File: config.mk
export PLATFORM = sky130hd
export DESIGN_NAME = reg16_burst_ctrl
export DESIGN_NICKNAME = d
export VERILOG_FILES = /design/src/rtl/reg16_pkg.sv /design/src/rtl/reg16_addr_cnt.sv /design/src/rtl/reg16_burst_ctrl.sv
export SDC_FILE = /design/constraint.sdc
export NUM_CORES = 1
export LEC_CHECK = 0
export ABC_AREA = 1
export CORE_UTILIZATION = 48
export DETAILED_ROUTE_END_ITERATION = 10
export GPL_ROUTABILITY_DRIVEN = 1
export HOLD_SLACK_MARGIN = 0.1
export PLACE_DENSITY = 0.83
export SLEW_MARGIN = 20
export SYNTH_ARGS = -nofsm -noshare
export SYNTH_HDL_FRONTEND = slang
export SYNTH_SLANG_ARGS = --single-unit
File: constraint.sdc
create_clock -name clk -period 2.9 [get_ports clk]
set_input_delay 0.435 -clock clk [delete_from_list [all_inputs] [get_ports clk]]
set_output_delay 0.435 -clock clk [all_outputs]
set_load 0.01 [all_outputs]
File: src/rtl/reg16_pkg.sv
// Shared definitions for the reg16 register file and its burst sequencer.
package reg16_pkg;

    localparam int DATA_W    = 16;
    localparam int ADDR_W    = 4;
    localparam int REG_DEPTH = 16;

    // Sequencer states; IDLE must stay at zero so the reset value is IDLE.
    typedef enum logic [2:0] {
        ST_IDLE    = 3'd0,
        ST_WR      = 3'd1,
        ST_RD_REQ  = 3'd2,
        ST_RD_WAIT = 3'd3,
        ST_RD_HOLD = 3'd4
    } state_e;

endpackage

File: src/rtl/reg16_addr_cnt.sv
// Burst address / beat counter: loads a start address and beat count,
// steps address up (wrapping naturally at 2**ADDR_W) and count down.
module reg16_addr_cnt #(
    parameter int ADDR_W = 4
) (
    input  logic              clk_i,
    input  logic              rst_i,
    input  logic              load_i,
    input  logic              step_i,
    input  logic [ADDR_W-1:0] addr_ld_i,
    input  logic [ADDR_W-1:0] len_ld_i,
    output logic [ADDR_W-1:0] addr_o,
    output logic [ADDR_W-1:0] addr_nxt_o,
    output logic              last_o
);

    logic [ADDR_W-1:0] addr_q, addr_d;
    logic [ADDR_W-1:0] cnt_q, cnt_d;

    // Next address/count: load has priority over step.
    always_comb begin
        addr_d = addr_q;
        cnt_d  = cnt_q;
        if (load_i) begin
            addr_d = addr_ld_i;
            cnt_d  = len_ld_i;
        end else if (step_i) begin
            addr_d = addr_q + 1'b1;
            cnt_d  = cnt_q - 1'b1;
        end
    end

    // Counter registers.
    always_ff @(posedge clk_i or posedge rst_i) begin
        if (rst_i) begin
            addr_q <= '0;
            cnt_q  <= '0;
        end else begin
            addr_q <= addr_d;
            cnt_q  <= cnt_d;
        end
    end

    assign addr_o     = addr_q;
    assign addr_nxt_o = addr_d;
    assign last_o     = (cnt_q == '0);

endmodule

File: src/rtl/reg16_burst_ctrl.sv
// Burst sequencer in front of the reg16 register file: accepts write/read
// burst commands and drives reg16 with registered we/re/addr/data_in.
module reg16_burst_ctrl #(
    parameter int DATA_W = 16,
    parameter int ADDR_W = 4,
    parameter int RD_LAT = 1
) (
    input  logic              clk,
    input  logic              rst,
    input  logic              cmd_valid,
    output logic              cmd_ready,
    input  logic              cmd_write,
    input  logic [ADDR_W-1:0] cmd_addr,
    input  logic [ADDR_W-1:0] cmd_len,
    input  logic              wr_valid,
    output logic              wr_ready,
    input  logic [DATA_W-1:0] wr_data,
    output logic              rd_valid,
    input  logic              rd_ready,
    output logic [DATA_W-1:0] rd_data,
    output logic              rd_last,
    output logic              busy,
    output logic              rf_we,
    output logic              rf_re,
    output logic [ADDR_W-1:0] rf_addr,
    output logic [DATA_W-1:0] rf_data_in,
    input  logic [DATA_W-1:0] rf_data_out
);

    import reg16_pkg::*;

    localparam logic [1:0] LAT_LAST = 2'(RD_LAT - 1);

    state_e            state_q, state_d;
    logic              cmd_ready_q, cmd_ready_d;
    logic              rf_we_q, rf_we_d;
    logic              rf_re_q, rf_re_d;
    logic [ADDR_W-1:0] rf_addr_q, rf_addr_d;
    logic [DATA_W-1:0] rf_data_in_q, rf_data_in_d;
    logic              rd_valid_q, rd_valid_d;
    logic              rd_last_q, rd_last_d;
    logic [DATA_W-1:0] rd_data_q, rd_data_d;
    logic [1:0]        lat_q, lat_d;

    logic              cnt_load, cnt_step, cnt_last;
    logic [ADDR_W-1:0] addr_cur, addr_nxt;

    reg16_addr_cnt #(.ADDR_W(ADDR_W)) u_addr_cnt (
        .clk_i      (clk),
        .rst_i      (rst),
        .load_i     (cnt_load),
        .step_i     (cnt_step),
        .addr_ld_i  (cmd_addr),
        .len_ld_i   (cmd_len),
        .addr_o     (addr_cur),
        .addr_nxt_o (addr_nxt),
        .last_o     (cnt_last)
    );

    // Next-state and next-output logic. rf_re is raised on the edge that
    // enters RD_REQ so the read strobe is high exactly during RD_REQ.
    always_comb begin
        state_d      = state_q;
        cnt_load     = 1'b0;
        cnt_step     = 1'b0;
        rf_we_d      = 1'b0;
        rf_re_d      = 1'b0;
        rf_addr_d    = rf_addr_q;
        rf_data_in_d = rf_data_in_q;
        rd_valid_d   = rd_valid_q;
        rd_last_d    = rd_last_q;
        rd_data_d    = rd_data_q;
        lat_d        = lat_q;
        case (state_q)
            ST_IDLE: begin
                if (cmd_valid && cmd_ready_q) begin
                    cnt_load = 1'b1;
                    if (cmd_write) begin
                        state_d = ST_WR;
                    end else begin
                        state_d   = ST_RD_REQ;
                        rf_re_d   = 1'b1;
                        rf_addr_d = addr_nxt;
                    end
                end
            end
            ST_WR: begin
                if (wr_valid) begin
                    rf_we_d      = 1'b1;
                    rf_addr_d    = addr_cur;
                    rf_data_in_d = wr_data;
                    cnt_step     = 1'b1;
                    if (cnt_last) begin
                        state_d = ST_IDLE;
                    end
                end
            end
            ST_RD_REQ: begin
                state_d = ST_RD_WAIT;
                lat_d   = '0;
            end
            ST_RD_WAIT: begin
                if (lat_q == LAT_LAST) begin
                    rd_data_d  = rf_data_out;
                    rd_valid_d = 1'b1;
                    rd_last_d  = cnt_last;
                    state_d    = ST_RD_HOLD;
                end else begin
                    lat_d = lat_q + 2'd1;
                end
            end
            ST_RD_HOLD: begin
                if (rd_ready) begin
                    rd_valid_d = 1'b0;
                    rd_last_d  = 1'b0;
                    if (cnt_last) begin
                        state_d = ST_IDLE;
                    end else begin
                        cnt_step  = 1'b1;
                        state_d   = ST_RD_REQ;
                        rf_re_d   = 1'b1;
                        rf_addr_d = addr_nxt;
                    end
                end
            end
            default: state_d = ST_IDLE;
        endcase
        cmd_ready_d = (state_d == ST_IDLE);
    end

    // State and registered outputs; reset clears every output including cmd_ready.
    always_ff @(posedge clk or posedge rst) begin
        if (rst) begin
            state_q      <= ST_IDLE;
            cmd_ready_q  <= 1'b0;
            rf_we_q      <= 1'b0;
            rf_re_q      <= 1'b0;
            rf_addr_q    <= '0;
            rf_data_in_q <= '0;
            rd_valid_q   <= 1'b0;
            rd_last_q    <= 1'b0;
            rd_data_q    <= '0;
            lat_q        <= '0;
        end else begin
            state_q      <= state_d;
            cmd_ready_q  <= cmd_ready_d;
            rf_we_q      <= rf_we_d;
            rf_re_q      <= rf_re_d;
            rf_addr_q    <= rf_addr_d;
            rf_data_in_q <= rf_data_in_d;
            rd_valid_q   <= rd_valid_d;
            rd_last_q    <= rd_last_d;
            rd_data_q    <= rd_data_d;
            lat_q        <= lat_d;
        end
    end

    assign cmd_ready  = cmd_ready_q;
    assign wr_ready   = (state_q == ST_WR);
    assign busy       = (state_q != ST_IDLE);
    assign rf_we      = rf_we_q;
    assign rf_re      = rf_re_q;
    assign rf_addr    = rf_addr_q;
    assign rf_data_in = rf_data_in_q;
    assign rd_valid   = rd_valid_q;
    assign rd_last    = rd_last_q;
    assign rd_data    = rd_data_q;

endmodule

-- Word-level counts from Yosys, hierarchy flattened
Index checks and enable logic that the tools add are counted.
- register bits after elaboration: 54
- output and inout port bits: 43
- logic and storage cells: 76
- add/sub/neg operators: 3
- equality and inequality tests: 11
- multiplexer cells: 35
- reductions and logical operators: 15
- operators with widths (kind ; number):
    two-way mux 4 bit ; 9
    two-way mux 3 bit ; 5
    case mux 3 bit (5 select lines) ; 1
    inequality test 2 bit (second input constant) ; 7
    case mux 4 bit (3 select lines) ; 1
    two-way mux 1 bit ; 11
    case mux 1 bit (2 select lines) ; 4
    equality test 3 x 2 -> 1 bit (second input constant) ; 2
    zero test 3 bit ; 2
    two-way mux 2 bit ; 3
    AND reduction 2 bit ; 3
    AND reduction 6 bit ; 1
    nonzero test 2 bit ; 3
    nonzero test 3 bit ; 2
    adder 4 x 1 -> 4 bit (second input constant) ; 1
    zero test 4 bit ; 1
    case mux 2 bit (2 select lines) ; 1
    subtractor 4 x 1 -> 4 bit (second input constant) ; 1
    equality test 3 x 1 -> 1 bit (second input constant) ; 1
    equality test 3 bit (second input constant) ; 1
    AND reduction 3 bit ; 1
    adder 2 x 1 -> 2 bit (second input constant) ; 1
    zero test 2 bit ; 1
    logical AND 1 bit ; 1

-- Depth between registers and ports, before layout
Gate-level depths: netlist (run 1).
- depth in word-level cells: 9
- mapped depth: 11
- gate-level depth less buffers: 11

-- Hierarchy
Synthesis (run 1) repeated with hierarchy kept, for this count alone.
- cell total of the unflattened synthesis: 297
- area, all modules: 2467.4 µm²
- by module, submodules not included (module ; times used ; seq. area each (µm²) ; area each (µm²) ; cells an instance):
    reg16_burst_ctrl ; 1 ; 1151.1 ; 2006.9 ; 238
    reg16_addr_cnt ; 1 ; 200.2 ; 460.4 ; 59

-- Worst setup path before layout (run 1)
OpenSTA, ideal clock, no wires.
- path kind: register to register
- start point: register u_addr_cnt.cnt_q[0]
- end point: register u_addr_cnt.cnt_q[3]
- stages on the path, launching flop included: 10
- period minus slack after synthesis: 1.436 ns
- path buffers: 0
- arrival time: 1.307 ns
- setup slack: 1.464 ns
- setup time: 0.130 ns
- cell sequence: dfrtp_1 inv_1 ha_1 nand2_1 nor2_1 o21ai_4 nor2_1 inv_2 nor2_1 a31oi_1
- word-level cells in the longest chain between the ends: 5
- elaborated cells on any way between the ends: 8
- ends and longest elaborated chain (element ; line ; source):
    from (decl) ; reg16_addr_cnt.sv:18 ; logic [ADDR_W-1:0] cnt_q, cnt_d;
    from (signal assigned) ; reg16_addr_cnt.sv:40 ; cnt_q <= cnt_d;
    zero test 4 bit ; reg16_addr_cnt.sv:46 ; assign last_o = (cnt_q == '0);
    two-way mux 1 bit ; reg16_burst_ctrl.sv:116 ; if (cnt_last) begin
    two-way mux 1 bit ; reg16_burst_ctrl.sv:113 ; if (rd_ready) begin
    case mux 1 bit (2 select lines) ; reg16_burst_ctrl.sv:74 ; case (state_q)
    nonzero test 2 bit (no line) ; -- ;
Parallel ways exist; a longest one is shown, timed or not. The select of a mux whose other input is x is not followed.
A chain may end at the register's enable or synchronous reset.

-- Final worst setup path (run 1)
- start point: register state_q[0]
- end point: output port wr_ready
- word-level cells in the longest chain between the ends: 1
- ends and longest elaborated chain (element ; line ; source):
    from (decl) ; reg16_burst_ctrl.sv:34 ; state_e state_q, state_d;
    from (signal assigned) ; reg16_burst_ctrl.sv:145 ; state_q <= state_d;
    equality test 3 x 1 -> 1 bit ; reg16_burst_ctrl.sv:159 ; assign wr_ready = (state_q == ST_WR);
    to (decl) ; reg16_burst_ctrl.sv:16 ; output logic wr_ready,
No other way between the ends.

==> impl_summary.log, run 1 <==
INFO  metric achievable-frequency = roughly 450 MHz
INFO  metric buffer_ports.inserted = between 80 and 90
INFO  metric floorplan.initialDensity = between 50% and 60%
INFO  metric clock_power_share = 11.8%
INFO  metric critical-path-max-stage-delay = roughly 0.57 ns
INFO  metric final_period_minus_worst_setup_slack = 2.242 ns
INFO  metric most-common-layout-cells = sky130_fd_sc_hd__nand2_1 (94), sky130_fd_sc_hd__clkdlybuf4s50_1 (88), sky130_fd_sc_hd__dfrtp_1 (54), sky130_fd_sc_hd__nand3_1 (18)
INFO  metric crit_slowest_cell = sky130_fd_sc_hd__clkdlybuf4s50_1
INFO  metric rsz0062_at_grt = no
INFO  metric design.final.nets = roughly 400
INFO  metric path_delay_family = buffers and inverters
INFO  metric finalWorstSetupSlack = 0.6577 ns
INFO  metric layout_worst_path_cycle_share = 77.32%
INFO  metric grt_first_pass_wirelength = roughly 8.4 mm
INFO  metric sw_frac_of_total = 37.06%
INFO  metric worst_ep_arrival_time = 1.81 ns
INFO  metric comb_power_share = between 50% and 60%
INFO  metric ctsHtreeMaxLevel = 2
INFO  metric critical_path_peak_fanout = 6
INFO  metric slew_headroom = roughly 46%
INFO  metric cp.buffers_inverters = 3
INFO  metric cts.repair_timing.setup_buffer_count = 0
INFO  metric insertedDiodeCount = 0
INFO  metric run_status = finished, final reports clean
INFO  metric p_switching = 1.295 mW
INFO  metric cts_tree = yes
INFO  metric syn_area = approximately 0.0024 mm^2
INFO  metric grt_pass1_vias = 1942
INFO  metric fillerInstances = approximately 370
INFO  metric syn_avg_cell_area = 9.408 um^2
INFO  metric max-cap-violations = 0
INFO  metric worst-endpoint-required = 2.47 ns
INFO  metric detailroute.via_count = a little under 2000
INFO  metric pin_slew_with_the_least_headroom_to_its_limit = 0.8036 ns
INFO  metric count_of_yosys_warnings_during_synthesis = 0
INFO  metric finalClockSkew = 0.006837 ns
INFO  metric preCtsSetupSlack = 0.8662 ns
INFO  metric worst-setup-path-type = reg2out
INFO  metric multi_input_comb_area = 935.9 um^2
INFO  metric holdWs = 0.4846 ns
INFO  metric setup_viol_count_final = 0
INFO  metric final_common_cell = sky130_fd_sc_hd__nand2_1
INFO  metric detail-route-antenna-nets = 0
INFO  metric first_iter_violations = 52
INFO  metric vias_per_cell = 4.795
INFO  metric cts_hold_repair.buffers = 0
INFO  metric floorplan.die.height = between 70 and 80 um
INFO  metric drtPass1Iterations = 4
INFO  metric rows = 25
INFO  metric synth_cell_type_count = 27
INFO  metric cellPowerDensity = just over 1000 mW/mm^2
INFO  metric ff_latch_area = 0.001351 mm^2
INFO  metric netlist_instances = 256
INFO  metric routed_wl = 5.102 mm
INFO  metric number_of_resized_instances_in_the_post_cts_repair_step = 0
INFO  metric vdd.ir_drop.worst = around 0.61 mV
INFO  metric grt_overflow_total = 0
INFO  metric clkSlewWorstSetupHoldPaths = roughly 0.09 ns
INFO  metric ctsLongestPathBuffers = 2
INFO  metric core_region_area = 0.004786 mm^2
INFO  metric worst_hold_path_type = reg2reg
INFO  metric globalplace.congestion = 0.8190
INFO  metric global_route.usage.total = between 20% and 30%
INFO  metric timing.setup.tns = 0 ns
INFO  metric seq_area_frac_synth = around 56%
INFO  metric layout-area-overhead-vs-synth = 42.86%
INFO  metric cell_internal_power_dissipation = ~2.2 mW
INFO  metric numCtsBuffers = 5
INFO  metric numClockSinks = 54
INFO  metric initial_antenna_violation_count = 0
INFO  metric cp-start-kind = flop
INFO  metric final_routed_wire_length_divided_by_cell_count = roughly 12 um
INFO  metric fraction_of_final_layout_cells_sized_beyond_drive_strength_1 = 7.759%
INFO  metric io_pins = 89
INFO  metric worstSetupEndpointType = output port
INFO  metric dieArea = roughly 0.0053 mm^2
INFO  metric share_seq_of_total_power = 38.0%
INFO  metric drc = 0
INFO  metric critical_path.cell_chain = inv_2, nor2_4, nand2_2, inv_1, clkdlybuf4s50_1
INFO  metric flop_and_latch_count_out_of_synthesis = 54
INFO  metric synthesis.nets = 305
INFO  metric hold_viol_final = 0
INFO  metric worstSkewPairLatency = 0.30 ns
INFO  metric power.static_leakage = 1.629 nW
INFO  metric place_hpwl = approximately 3.7 mm
INFO  metric grt_start_max_net_pins = 55
INFO  metric final_max_slew_viol_count = 0
INFO  metric die-width = roughly 73 um
INFO  metric cts.root.buffer_cell = sky130_fd_sc_hd__clkbuf_8
==> synthesized netlist by cell type (all sizes together) <==
cell type	count	area (um^2)
nand2	95	359.1
nor3	3	20.02
inv	23	86.33
ha	3	37.54
a21oi	6	30.03
clkinv	1	3.750
a31oi	2	12.51
o21ai	8	51.30
buf	5	31.28
nor4	1	6.260
mux2	16	180.2
or2	3	18.77
nand3	23	147.7
dfrtp	54	1351
o211ai	1	7.510
xor2	2	17.52
nor2	10	47.55
==> power groups by stage <==
stage	clock network (mW)	logic, mW	registers (mW)
3_3_place_gp	0	1.72	1.33
6_report	0.413	1.76	1.33
5_1_grt	0.463	1.95	1.36
3_5_place_dp	0	1.77	1.33
2_1_floorplan	0	0.829	1.44
4_1_cts	0.429	1.78	1.33
==> flip-flops by register name, indices dropped and copies added (netlist names), 2 cells and up <==
name               cells
rd_data               16
rf_data_in            16
rf_addr                4
u_addr_cnt.addr_o      4
u_addr_cnt.cnt_q       4
state_q                3
lat_q                  2
==> metal layers <==
layer	wire, um	GRT usage, %	vias up
met5	0	0	-
met4	49	5.447	0
met3	282	4.972	5
met2	2477	36.34	68
met1	2293	25.73	918
li1	-	-	999
==> per-stage QoR <==
step	util, %	instances	power [mW]	instance area [um^2]
2_1_floorplan	-	256	2.273	2409
4_1_cts	71.90	415	3.530	3441
6_report	71.90	415	3.495	3441
3_3_place_gp	69.99	407	3.052	3349
3_5_place_dp	69.99	407	3.100	3349
5_1_grt	71.90	415	3.777	3441
==> worst register-to-register path, cell delays in order, from the launching register on <==
cell and delay [ns]:
sky130_fd_sc_hd__dfrtp_1 0.47, sky130_fd_sc_hd__nor3_2 0.23, sky130_fd_sc_hd__nand2_1 0.50, sky130_fd_sc_hd__mux2_1 0.52
==> path summary, 6_finish.rpt <==
check	startpoint	end	slack, ns	depth (start not counted)
min reg2reg	rf_data_in[6]	rf_data_in[6]	0.48	2
min in group asynchronous	rst	rf_data_in[3]	0.64	3
max	state_q[0]	wr_ready	0.66	5
max reg2reg	state_q[2]	rd_data[7]	1.06	3
min	rf_data_in[6]	rf_data_in[6]	0.48	2
max in group asynchronous	rst	u_addr_cnt.cnt_q[1]	1.83	3
==> layout make-up <==
type,count,area share (%)
sequential,54,39.27
multi-input combinational,173,27.20
timing repair buffer,89,25.82
inverter,24,2.618
clock buffer,7,2.509
tap,67,2.436
clock inverter,1,0.1455
==> kinds of logic (layout without fill, tap and decap cells) <==
family	count (synthesis)	count (layout)	share of synthesized area (%)
AND/OR/NAND/NOR	135	135	24.88
AO/OA/AOI/OAI	17	17	4.208
adder cells (fa/ha/maj)	3	3	1.559
multiplexers	16	16	7.480
XOR/XNOR	2	2	0.7274
buffers and inverters	29	121	5.039
flip-flops	54	54	56.10
Note: power is estimated with default switching activity, not from simulation.
==> run 2: changes to the inputs <==
Settings changed: CORE_UTILIZATION 48 to 44, PLACE_DENSITY 0.83 to 0.76.
Clock period 2.9 ns to 2.2 ns, I/O delays scaled along.
==> impl_summary.log, run 2 (synthesis gave the netlist of run 1 again) <==
INFO  metric run_status = finished, final reports clean
INFO  metric floorplan.die.height = 75.99 um
INFO  metric worst_hold_path_type = in2async
INFO  metric max-cap-violations = 0
INFO  metric critical_path_peak_fanout = 6
INFO  metric cts_tree = yes
INFO  metric global_route.usage.total = 20.97%
INFO  metric achievable-frequency = 477.0 MHz
INFO  metric p_switching = about 1.8 mW
INFO  metric vdd.ir_drop.worst = 0.7896 mV
INFO  metric cellPowerDensity = roughly 1400 mW/mm^2
INFO  metric holdWs = 0.3059 ns
INFO  metric sw_frac_of_total = 37.81%
INFO  metric fillerInstances = 433
INFO  metric initial_antenna_violation_count = 0
INFO  metric grt_start_max_net_pins = 41
INFO  metric core_region_area = 0.005205 mm^2
INFO  metric io_pins = 89
INFO  metric clock_power_share = 13.1%
INFO  metric ctsLongestPathBuffers = 2
INFO  metric ff2ff_setup_slack = 0.52 ns
INFO  metric insertedDiodeCount = 0
INFO  metric rsz0062_at_grt = no
INFO  metric buffer_ports.inserted = 88
INFO  metric cp-start-kind = flop
INFO  metric ctsHtreeMaxLevel = 2
INFO  metric most-common-layout-cells = sky130_fd_sc_hd__nand2_1 (94), sky130_fd_sc_hd__clkdlybuf4s50_1 (88), sky130_fd_sc_hd__dfrtp_1 (53), sky130_fd_sc_hd__nand3_1 (18), sky130_fd_sc_hd__mux2_1 (16)
INFO  metric worstSetupEndpointType = output port
INFO  metric clkSlewWorstSetupHoldPaths = 0.10 ns
INFO  metric detail-route-antenna-nets = 0
INFO  metric numClockSinks = 54
INFO  metric setup_viol_count_final = 0
INFO  metric numCtsBuffers = 5
INFO  metric layout-area-overhead-vs-synth = 44.78%
INFO  metric routed_wl = 5.662 mm
INFO  metric dieArea = 0.005774 mm^2
INFO  metric worst-setup-path-type = reg2out
INFO  metric fraction_of_final_layout_cells_sized_beyond_drive_strength_1 = 9.143%
INFO  metric grt_first_pass_wirelength = between 9 and 10 mm
INFO  metric slew_headroom = between 70% and 80%
INFO  metric layout.core_utilization = 67.00%
INFO  metric place_hpwl = 4.240 mm
INFO  metric finalClockSkew = 0.006747 ns
INFO  metric cts.root.buffer_cell = sky130_fd_sc_hd__clkbuf_8
INFO  metric post-place-cells = 412
INFO  metric final-instance-count-excl-fill = 420
INFO  metric detailroute.via_count = 2031
INFO  metric final_max_slew_viol_count = 0
INFO  metric timing.setup.tns = 0 ns
INFO  metric drtPass1Iterations = 4
INFO  metric power.static_leakage = between 1.5 and 2 nW
INFO  metric grt_overflow_total = 0
INFO  metric final_period_minus_worst_setup_slack = 2.096 ns
INFO  metric grt_pass1_vias = 2070
INFO  metric cell_internal_power_dissipation = 2.952 mW
INFO  metric share_seq_of_total_power = 36.9%
INFO  metric die-width = 75.99 um
INFO  metric hold_viol_final = 0
INFO  metric globalplace.congestion = 0.8419
INFO  metric worst_ep_arrival_time = between 1.5 and 2 ns
INFO  metric cts.repair_timing.setup_buffer_count = 0
INFO  metric rows = 26
INFO  metric pin_slew_with_the_least_headroom_to_its_limit = 0.4401 ns
INFO  metric worstSkewPairLatency = 0.31 ns
INFO  metric drc = 0
INFO  metric worst-endpoint-required = around 1.9 ns
INFO  metric design.final.nets = 398
INFO  metric vias_per_cell = 4.836
INFO  metric layout_worst_path_cycle_share = 95.29%
INFO  metric comb_power_share = 50.0%
INFO  metric floorplan.initialDensity = 46.27%
INFO  metric first_iter_violations = around 110
INFO  metric final_common_cell = sky130_fd_sc_hd__nand2_1
INFO  metric final_routed_wire_length_divided_by_cell_count = roughly 13 um
==> run 2: cell count changes in the layout (fill, tap and decap cells not counted), sizes merged <==
cell  change
buf       +2
==> run 2: metal layers <==
| metal | vias up | part of all wire [%] | track usage (%) |
|---|---|---|---|
| met4 | 0 | 1.3 | 7.885 |
| met5 | - | 0 | 0 |
| li1 | 992 | - | - |
| met2 | 67 | 52 | 35.91 |
| met1 | 967 | 43 | 26.35 |
| met3 | 5 | 4.3 | 4.072 |
==> run 2: final cells by class <==
type	count	area (um^2)	share of cell area, %
sequential	54	1353	38.79
tap	70	87.58	2.512
timing repair buffer	91	915.9	26.26
inverter	24	90.09	2.583
clock inverter	1	8.758	0.2512
multi-input combinational	173	935.9	26.84
clock buffer	7	96.34	2.763
==> run 2: repair_timing <==
| action | in CTS | in global routing |
|---|---|---|
| endpoints found under the setup margin | 0 | 1 |
| hold buffers | 0 | 0 |
| gates resized for setup | 0 | 2 |
==> run 2: power by group through the flow <==
stage | logic [mW] | registers [mW] | clock network [mW]
6_report | 2.38 | 1.75 | 0.620
3_5_place_dp | 2.39 | 1.76 | 0
4_1_cts | 2.40 | 1.75 | 0.628
2_1_floorplan | 1.09 | 1.90 | 0
3_3_place_gp | 2.32 | 1.74 | 0
5_1_grt | 2.62 | 1.82 | 0.670
==> run 2: path summary, 6_finish.rpt <==
kind / from / end / cells past startpoint
max: state_q[2] / wr_ready / 4
min: rst / lat_q[1] / 2
max reg2reg: u_addr_cnt.cnt_q[0] / u_addr_cnt.cnt_q[3] / 9
min reg2reg: rf_data_in[4] / rf_data_in[4] / 2
max in group asynchronous: rst / rf_addr[1] / 3
min in group clk: rf_data_in[4] / rf_data_in[4] / 2
==> run 2: through the flow <==
stage	setup slack, ns	instance area [um^2]	total power, mW
after floorplan	0.5554	2409	2.996
after global placement	0.3697	3381	4.068
after detailed placement	0.3626	3381	4.154
after CTS	0.02160	3486	4.776
after global routing	0.02986	3487	5.109
final	0.1037	3487	4.748
==> run 2: critical path: stages, from the launching register on <==
cell and delay, ns:
sky130_fd_sc_hd__dfrtp_1 0.48, sky130_fd_sc_hd__nor2_4 0.18, sky130_fd_sc_hd__nand2_2 0.13, sky130_fd_sc_hd__inv_2 0.13, sky130_fd_sc_hd__clkdlybuf4s50_1 0.54
